<file path="src/rtl/vote_collector.sv">
// Three-key vote collector: synchronized, debounced push-buttons feed
// registered vote bits for a downstream majority voter during a timed window.
module vote_collector #(
   parameter int DEB_CYCLES    = 4,
   parameter int WINDOW_CYCLES = 16
) (
   input  logic clk,
   input  logic rst,
   input  logic key_a,
   input  logic key_b,
   input  logic key_c,
   input  logic start,
   output logic A,
   output logic B,
   output logic C,
   output logic busy,
   output logic done
);

   typedef enum logic [1:0] {
      IDLE,
      VOTE,
      DONE
   } state_t;

   localparam logic [3:0] DEB_LAST = 4'(DEB_CYCLES - 1);
   localparam logic [7:0] WIN_LOAD = 8'(WINDOW_CYCLES - 1);

   logic [2:0] keys;
   logic [2:0] s1;
   logic [2:0] s2;
   logic [2:0] stable;
   logic [2:0] rise;
   logic [3:0] cnt [3];

   state_t     state_q;
   state_t     state_d;
   logic [2:0] votes_q;
   logic [2:0] votes_d;
   logic [7:0] timer_q;
   logic [7:0] timer_d;

   assign keys = {key_c, key_b, key_a};

   // Two-flop synchronizer for the raw button levels
   always_ff @(posedge clk or posedge rst) begin
      if (rst) begin
         s1 <= '0;
         s2 <= '0;
      end else begin
         s1 <= keys;
         s2 <= s1;
      end
   end

   // Per-key debouncer: a new level must persist DEB_CYCLES samples
   always_ff @(posedge clk or posedge rst) begin
      if (rst) begin
         stable <= '0;
         for (int i = 0; i < 3; i++) cnt[i] <= '0;
      end else begin
         for (int i = 0; i < 3; i++) begin
            if (s2[i] == stable[i]) begin
               cnt[i] <= '0;
            end else if (cnt[i] == DEB_LAST) begin
               stable[i] <= s2[i];
               cnt[i]    <= '0;
            end else begin
               cnt[i] <= cnt[i] + 4'd1;
            end
         end
      end
   end

   // A rise is the edge on which stable is about to go 0->1, so the
   // vote can be captured on that very same edge.
   always_comb begin
      rise = '0;
      for (int i = 0; i < 3; i++)
         rise[i] = ~stable[i] & s2[i] & (cnt[i] == DEB_LAST);
   end

   // Round control state, vote bits and window timer registers
   always_ff @(posedge clk or posedge rst) begin
      if (rst) begin
         state_q <= IDLE;
         votes_q <= '0;
         timer_q <= '0;
      end else begin
         state_q <= state_d;
         votes_q <= votes_d;
         timer_q <= timer_d;
      end
   end

   // Next-state logic: open on start, collect rises, close on timeout or full vote
   always_comb begin
      state_d = state_q;
      votes_d = votes_q;
      timer_d = timer_q;
      unique case (state_q)
         IDLE, DONE: begin
            if (start) begin
               state_d = VOTE;
               votes_d = '0;
               timer_d = WIN_LOAD;
            end
         end
         VOTE: begin
            votes_d = votes_q | rise;
            if (timer_q != 8'd0) timer_d = timer_q - 8'd1;
            if (timer_q == 8'd0 || &(votes_q | rise)) state_d = DONE;
         end
         default: begin
            state_d = IDLE;
         end
      endcase
   end

   assign A    = votes_q[0];
   assign B    = votes_q[1];
   assign C    = votes_q[2];
   assign busy = (state_q == VOTE);
   assign done = (state_q == DONE);

endmodule
</file>
<file path="config.mk">
export PLATFORM = sky130hd
export DESIGN_NAME = vote_collector
export DESIGN_NICKNAME = d
export VERILOG_FILES = /design/src/rtl/vote_collector.sv
export SDC_FILE = /design/constraint.sdc
export NUM_CORES = 1
export LEC_CHECK = 0
export CORE_MARGIN = 2
export CORE_UTILIZATION = 52
export DETAILED_ROUTE_END_ITERATION = 12
export PLACE_DENSITY = 0.77
export SYNTH_ARGS = -nofsm -noshare
export SYNTH_HDL_FRONTEND = slang
export SYNTH_SLANG_ARGS = --single-unit
</file>
<file path="constraint.sdc">
create_clock -name clk -period 4.8 [get_ports clk]
set_input_delay 1.2 -clock clk [delete_from_list [all_inputs] [get_ports clk]]
set_output_delay 1.2 -clock clk [all_outputs]
set_load 0.01 [all_outputs]
</file>
==> results.cfg <==
[place]
hpwl_um = 1816
place_ws_ns = 2.290
gp_congestion = 0.7748
numPortBuffers = 10

[setup_path]
reg2reg_from = timer_q[0]
r2r_end = timer_q[6]
cp_slowest_stage_delay_ns = 0.60
critical_path.endpoint_type = primary output
arrival_ns = 1.70
path_class = reg2out
cp.required_ns = 3.60
reg2reg_depth = 6
cp_cell_sequence = and2b_1, clkdlybuf4s50_1
crit_buf_inv = 1
cp-start-kind = register
ff2ff_setup_slack_ns = 3.06
critPathSlowestCell = clkdlybuf4s50_1
cp_max_fo = 8
crit_family = buffers and inverters

[job]
cap_violations = 0

[route]
ant_nets = 0
drcViolationCount = 0
viasPerCell = 5.610
num_vias = 1021
drt_first_iter_violations = 40
routedWlPerCell_um = 14.48
wl_um = 2636
firstDrtPassIters = 4

[final_layout]
antenna_cells = 0
drive_above_1_share = 0.07947
seq_area_um2 = 850.8
fin_nets = 164
multi_input_area_um2 = 594.3
final_common_cell = dfrtp_1
synthToLayoutAreaGrowth_pct = 12.85
fill_cells = 218
final_cell_mix = dfrtp_1, nor2_1, nand2_1

[logic_synthesis]
syn-cell-area_um2 = 1490
syn_avg_cell_area_um2 = 11.12
yosysWarnings = 0
yosysTopAreaCellShare = 0.5709
ys_ff_latch = 34
synth.largest_area_cell = dfrtp_1
ys_types = 28
ys_seq_area_frac = 0.5709
synthTopCellsByArea = dfrtp_1, ha_1, nor2b_1
synthesis.nets = 148
syn_inst = 134

[sta]
drv_slew = 0
hold_slack_ns = 0.3560
period_needed_ns = 2.899
setup_tns_ns = 0
min_period_over_period = 0.6040
final_hold_viol_count = 0
clock.fmax_mhz = 344.9
tightest_slew_ns = 0.4740
max-slew-margin-rel = 0.6821
setup_violations = 0
setup_ws_ns = 1.901
fin_skew_ns = 0.01389
rsz0062_at_grt = no

[power]
power.net_switching_uw = 333.6
ir_drop_mv = 0.4465
p_per_area_nw_per_um2 = 536.3
fin_total_pwr_uw = 901.9
switching_share = 0.3698
pwr-share-comb = 0.327
p_leak_nw = 0.7619
internal_power_uw = 568.3
power.share.sequential = 0.486
power.share.clock = 0.187

[clock_tree]
post-cts-setup-buffers = 0
clockBufferDepth = 2
cts.sinks = 34
worstSkewPairLatency_ns = 0.35
cts_hold_buf = 0
h-tree-depth = 2
clk_pin_slew_worst_paths_ns = 0.10
cts_resized = 0
cts-root-buf = clkbuf_4
cts_tree = done
cts_buffers = 5

[floorplanning]
rows = 19
initial_core_util = 0.5451
die_y_um = 57.53
die_w_um = 57.53
core_area_um2 = 2734
die_area_um2 = 3310
io_pins = 11

[global_route]
grt_max_degree = 35
grt_pass1_vias = 1059
grt_use_total = 0.1922
antenna_found_initial = 0
globalRouteOverflowTotal = 0
grt_first_pass_wirelength_um = 4726

[min_path]
hold_depth = 0
hold_class = reg2reg
holdPathEnd = s2[1]
hp-start = s1[1]

[status]
status = finished, final reports clean
[worst max-delay path by stage]
stage / from / end / slack, ns / cells after the start
after floorplan: rst / cnt[0] / 2.85 / 1
after global placement: state_q[1] / busy / 2.35 / 2
after detailed placement: state_q[1] / busy / 2.29 / 2
after CTS: state_q[1] / busy / 1.91 / 2
after global routing: state_q[0] / busy / 1.82 / 2
final: state_q[1] / busy / 1.90 / 2
[final cells by class]
type                    instances  area share
clock buffers                   6     0.03051
inverters                       7     0.01563
repair buffers                 11     0.06399
multi-input cells              91      0.3534
well taps                      31     0.02307
flip-flops and latches         34      0.5060
clock inverters                 2    0.007440
[routing by layer]
metal  vias up  share of wire  track usage
li1        498              -            -
met1       500           0.44       0.2496
met2        18           0.50       0.2987
met3         5          0.041      0.06803
met4         0          0.017      0.06977
met5         -              0            0
[power by group through the flow]
stage               clock network, mW  registers, mW  logic (mW)
global route                    0.187          0.448       0.339
floorplan                           0          0.429       0.220
CTS                             0.172          0.437       0.296
finish                          0.169          0.438       0.295
global placement                    0          0.436       0.276
detailed placement                  0          0.442       0.293
[cell families after synthesis]
kind of cell	share of synthesized area
adders and majority gates	0.06717
buffers and inverters	0.03023
xor gates and xnor gates	0.01764
muxes	0.02771
AOI/OAI and AO/OA	0.09908
and+or+nand+nor	0.1872
DFF	0.5710
[synthesized netlist by cell type]
cell / n
nand4b_1: 1
nor3_1: 8
xor2_1: 3
a21oi_1: 6
mux2i_1: 3
a211oi_1: 2
a22o_1: 1
mux2_2: 1
a31oi_1: 5
inv_1: 7
o21ai_0: 4
ha_1: 8
nand3_1: 5
nor2b_1: 7
dfrtp_1: 34
nor2_1: 11
nor4b_2: 1
o211ai_1: 1
buf_6: 1
nand2_1: 11
and2b_1: 1
o31ai_1: 2
o41ai_1: 1
a21boi_2: 1
nand3b_1: 2
nor3b_1: 3
buf_4: 1
nand2b_1: 3
[stage by stage]
step | instance area (µm²) | utilization | cells
finish | 1682 | 0.6151 | 182
global placement | 1618 | 0.5918 | 174
CTS | 1682 | 0.6151 | 182
detailed placement | 1618 | 0.5918 | 174
floorplan | 1490 | - | 134
global route | 1682 | 0.6151 | 182
[flip-flops by register name (all words and copies together) (netlist names)]
name,flops
cnt,12
timer_q,8
s1,3
s2,3
stable,3
votes_q,3
state_q,2
[worst register-to-register path, stage by stage, from the launching register on]
cell and delay [ns]:
dfrtp_1 0.43, inv_1 0.08, ha_1 0.19, nor4b_2 0.17
a21boi_2 0.42, nand4b_1 0.20, mux2i_1 0.16
Note: power is estimated with default switching activity, not from simulation.
==> RTL change: new RTL, config.mk and constraints unchanged <==
Register the output `C`, cleared by the reset; this adds one clock of latency there. The other outputs are not delayed to match.
--- a/src/rtl/vote_collector.sv
+++ b/src/rtl/vote_collector.sv
@@ -121,3 +121,9 @@
    assign B    = votes_q[1];
-   assign C    = votes_q[2];
+   always_ff @(posedge clk or posedge rst) begin
+      if (rst) begin
+         C <= '0;
+      end else begin
+         C <= votes_q[2];
+      end
+   end
    assign busy = (state_q == VOTE);
Behaviour: not the same (Yosys sat finds a counterexample within 10 cycles, from zero or initial values and one cycle with rst high).
==> RTL change against the unedited design <==
Worst setup slack worse by 0.12 ns; synthesized area increased by 4.5%; sequential cell count is 1 higher; wire length grew 2.2%; register-to-register slack lost 0.20 ns; via count grew 6.7%; power down 11%; design area increased by 4.1%; clock power shrank 10%; highest routed layer unchanged.
==> RTL change: results (changes against the unedited design) <==
metric	value	unit	change
yosys-top-cells-count	dfrtp_1 (35), a21oi_1 (12), inv_1 (10), nor2_1 (10), ha_1 (8)		
synth.net_count	154		+4.1%
max_stage_delay	0.62	ns	+0.02 ns
ir_drop	0.2394	mV	-46%
hold_path.startpoint	s1[0]		
ys_types	35		+25%
post_route_cells_drive_above_1_share	0.1013		+0.02180
r2r_end	timer_q[2]		
pre_cts_slack	2.154	ns	-0.1369 ns
layout.cells.non_filler	189		+3.8%
startpoint	state_q[0]		
grt_start_max_net_pins	36		+2.9%
r2r_setup_slack	2.86	ns	-0.20 ns
num-fill-cells	224		+2.8%
intPower	529.0	µW	-6.9%
yosys-mux-area-fraction	0		-0.02771
synth.area.top_cells	dfrtp_1 (56%), ha_1 (6.4%), a21oi_1 (3.9%)		
hpwlAfterDp	1919	µm	+5.7%
drtIter0Drc	55		+38%
synthAdderAreaFrac	0.06426		-0.002913
timing.fmax	331.0	MHz	-4.0%
route.detailed.wl_per_inst	14.25	µm	-1.6%
status	completed		
grt.total_usage	0.1905		-0.001758
slew_headroom	0.5877		-0.09445
==> RTL change: cell count changes in the layout (fill, tap and decap cells not counted), sizes merged, moves of 3 or more <==
cell,delta
a21oi,+6
nand2,-5
nor3,-5
or3,+5
inv,+3
mux2i,-3
or4,+3
==> RTL change: cell families (layout without fill, tap and decap cells) <==
group | after synthesis | after routing
DFF | 35 | 35
AOI/OAI and AO/OA | 31 | 31
adders and majority gates | 8 | 8
and+or+nand+nor | 52 | 52
buffers and inverters | 11 | 29
xor gates and xnor gates | 3 | 3
==> RTL change: routing by layer <==
layer	share of wire	track usage	up-vias	wire length, µm
met4	0.019	0.07143	0	51
li1	-	-	530	-
met2	0.52	0.3143	17	1406
met5	0	0	-	0
met1	0.42	0.2187	536	1129
met3	0.040	0.08352	6	107
==> RTL change: metrics by stage <==
step                area [µm²]  power (µW)
finish                    1750       806.5
floorplan                 1558       582.3
CTS                       1750       817.9
detailed placement        1700       663.6
global placement          1700       644.3
global route              1750       868.7
==> RTL change: how the worst max path moves through the flow <==
stage | endpoint | cells after the start
6_report | busy | 2
3_5_place_dp | busy | 2
5_1_grt | busy | 2
2_1_floorplan | timer_q[7] | 4
4_1_cts | busy | 2
3_3_place_gp | busy | 2
==> RTL change: power groups by stage <==
stage / Combinational (µW) / Sequential (µW) / Clock [µW]
6_report: 257 / 398 / 152
5_1_grt: 292 / 406 / 171
4_1_cts: 262 / 398 / 158
3_5_place_dp: 260 / 404 / 0
3_3_place_gp: 246 / 399 / 0
2_1_floorplan: 188 / 394 / 0
==> RTL change: layout make-up <==
type                       instances  share of cell area
inverter                          10             0.02144
clock inverter                     1            0.002859
multi-input combinational         94              0.3660
timing repair buffer              11             0.06147
sequential                        35              0.5004
tap                               31             0.02216
clock buffer                       7             0.02573
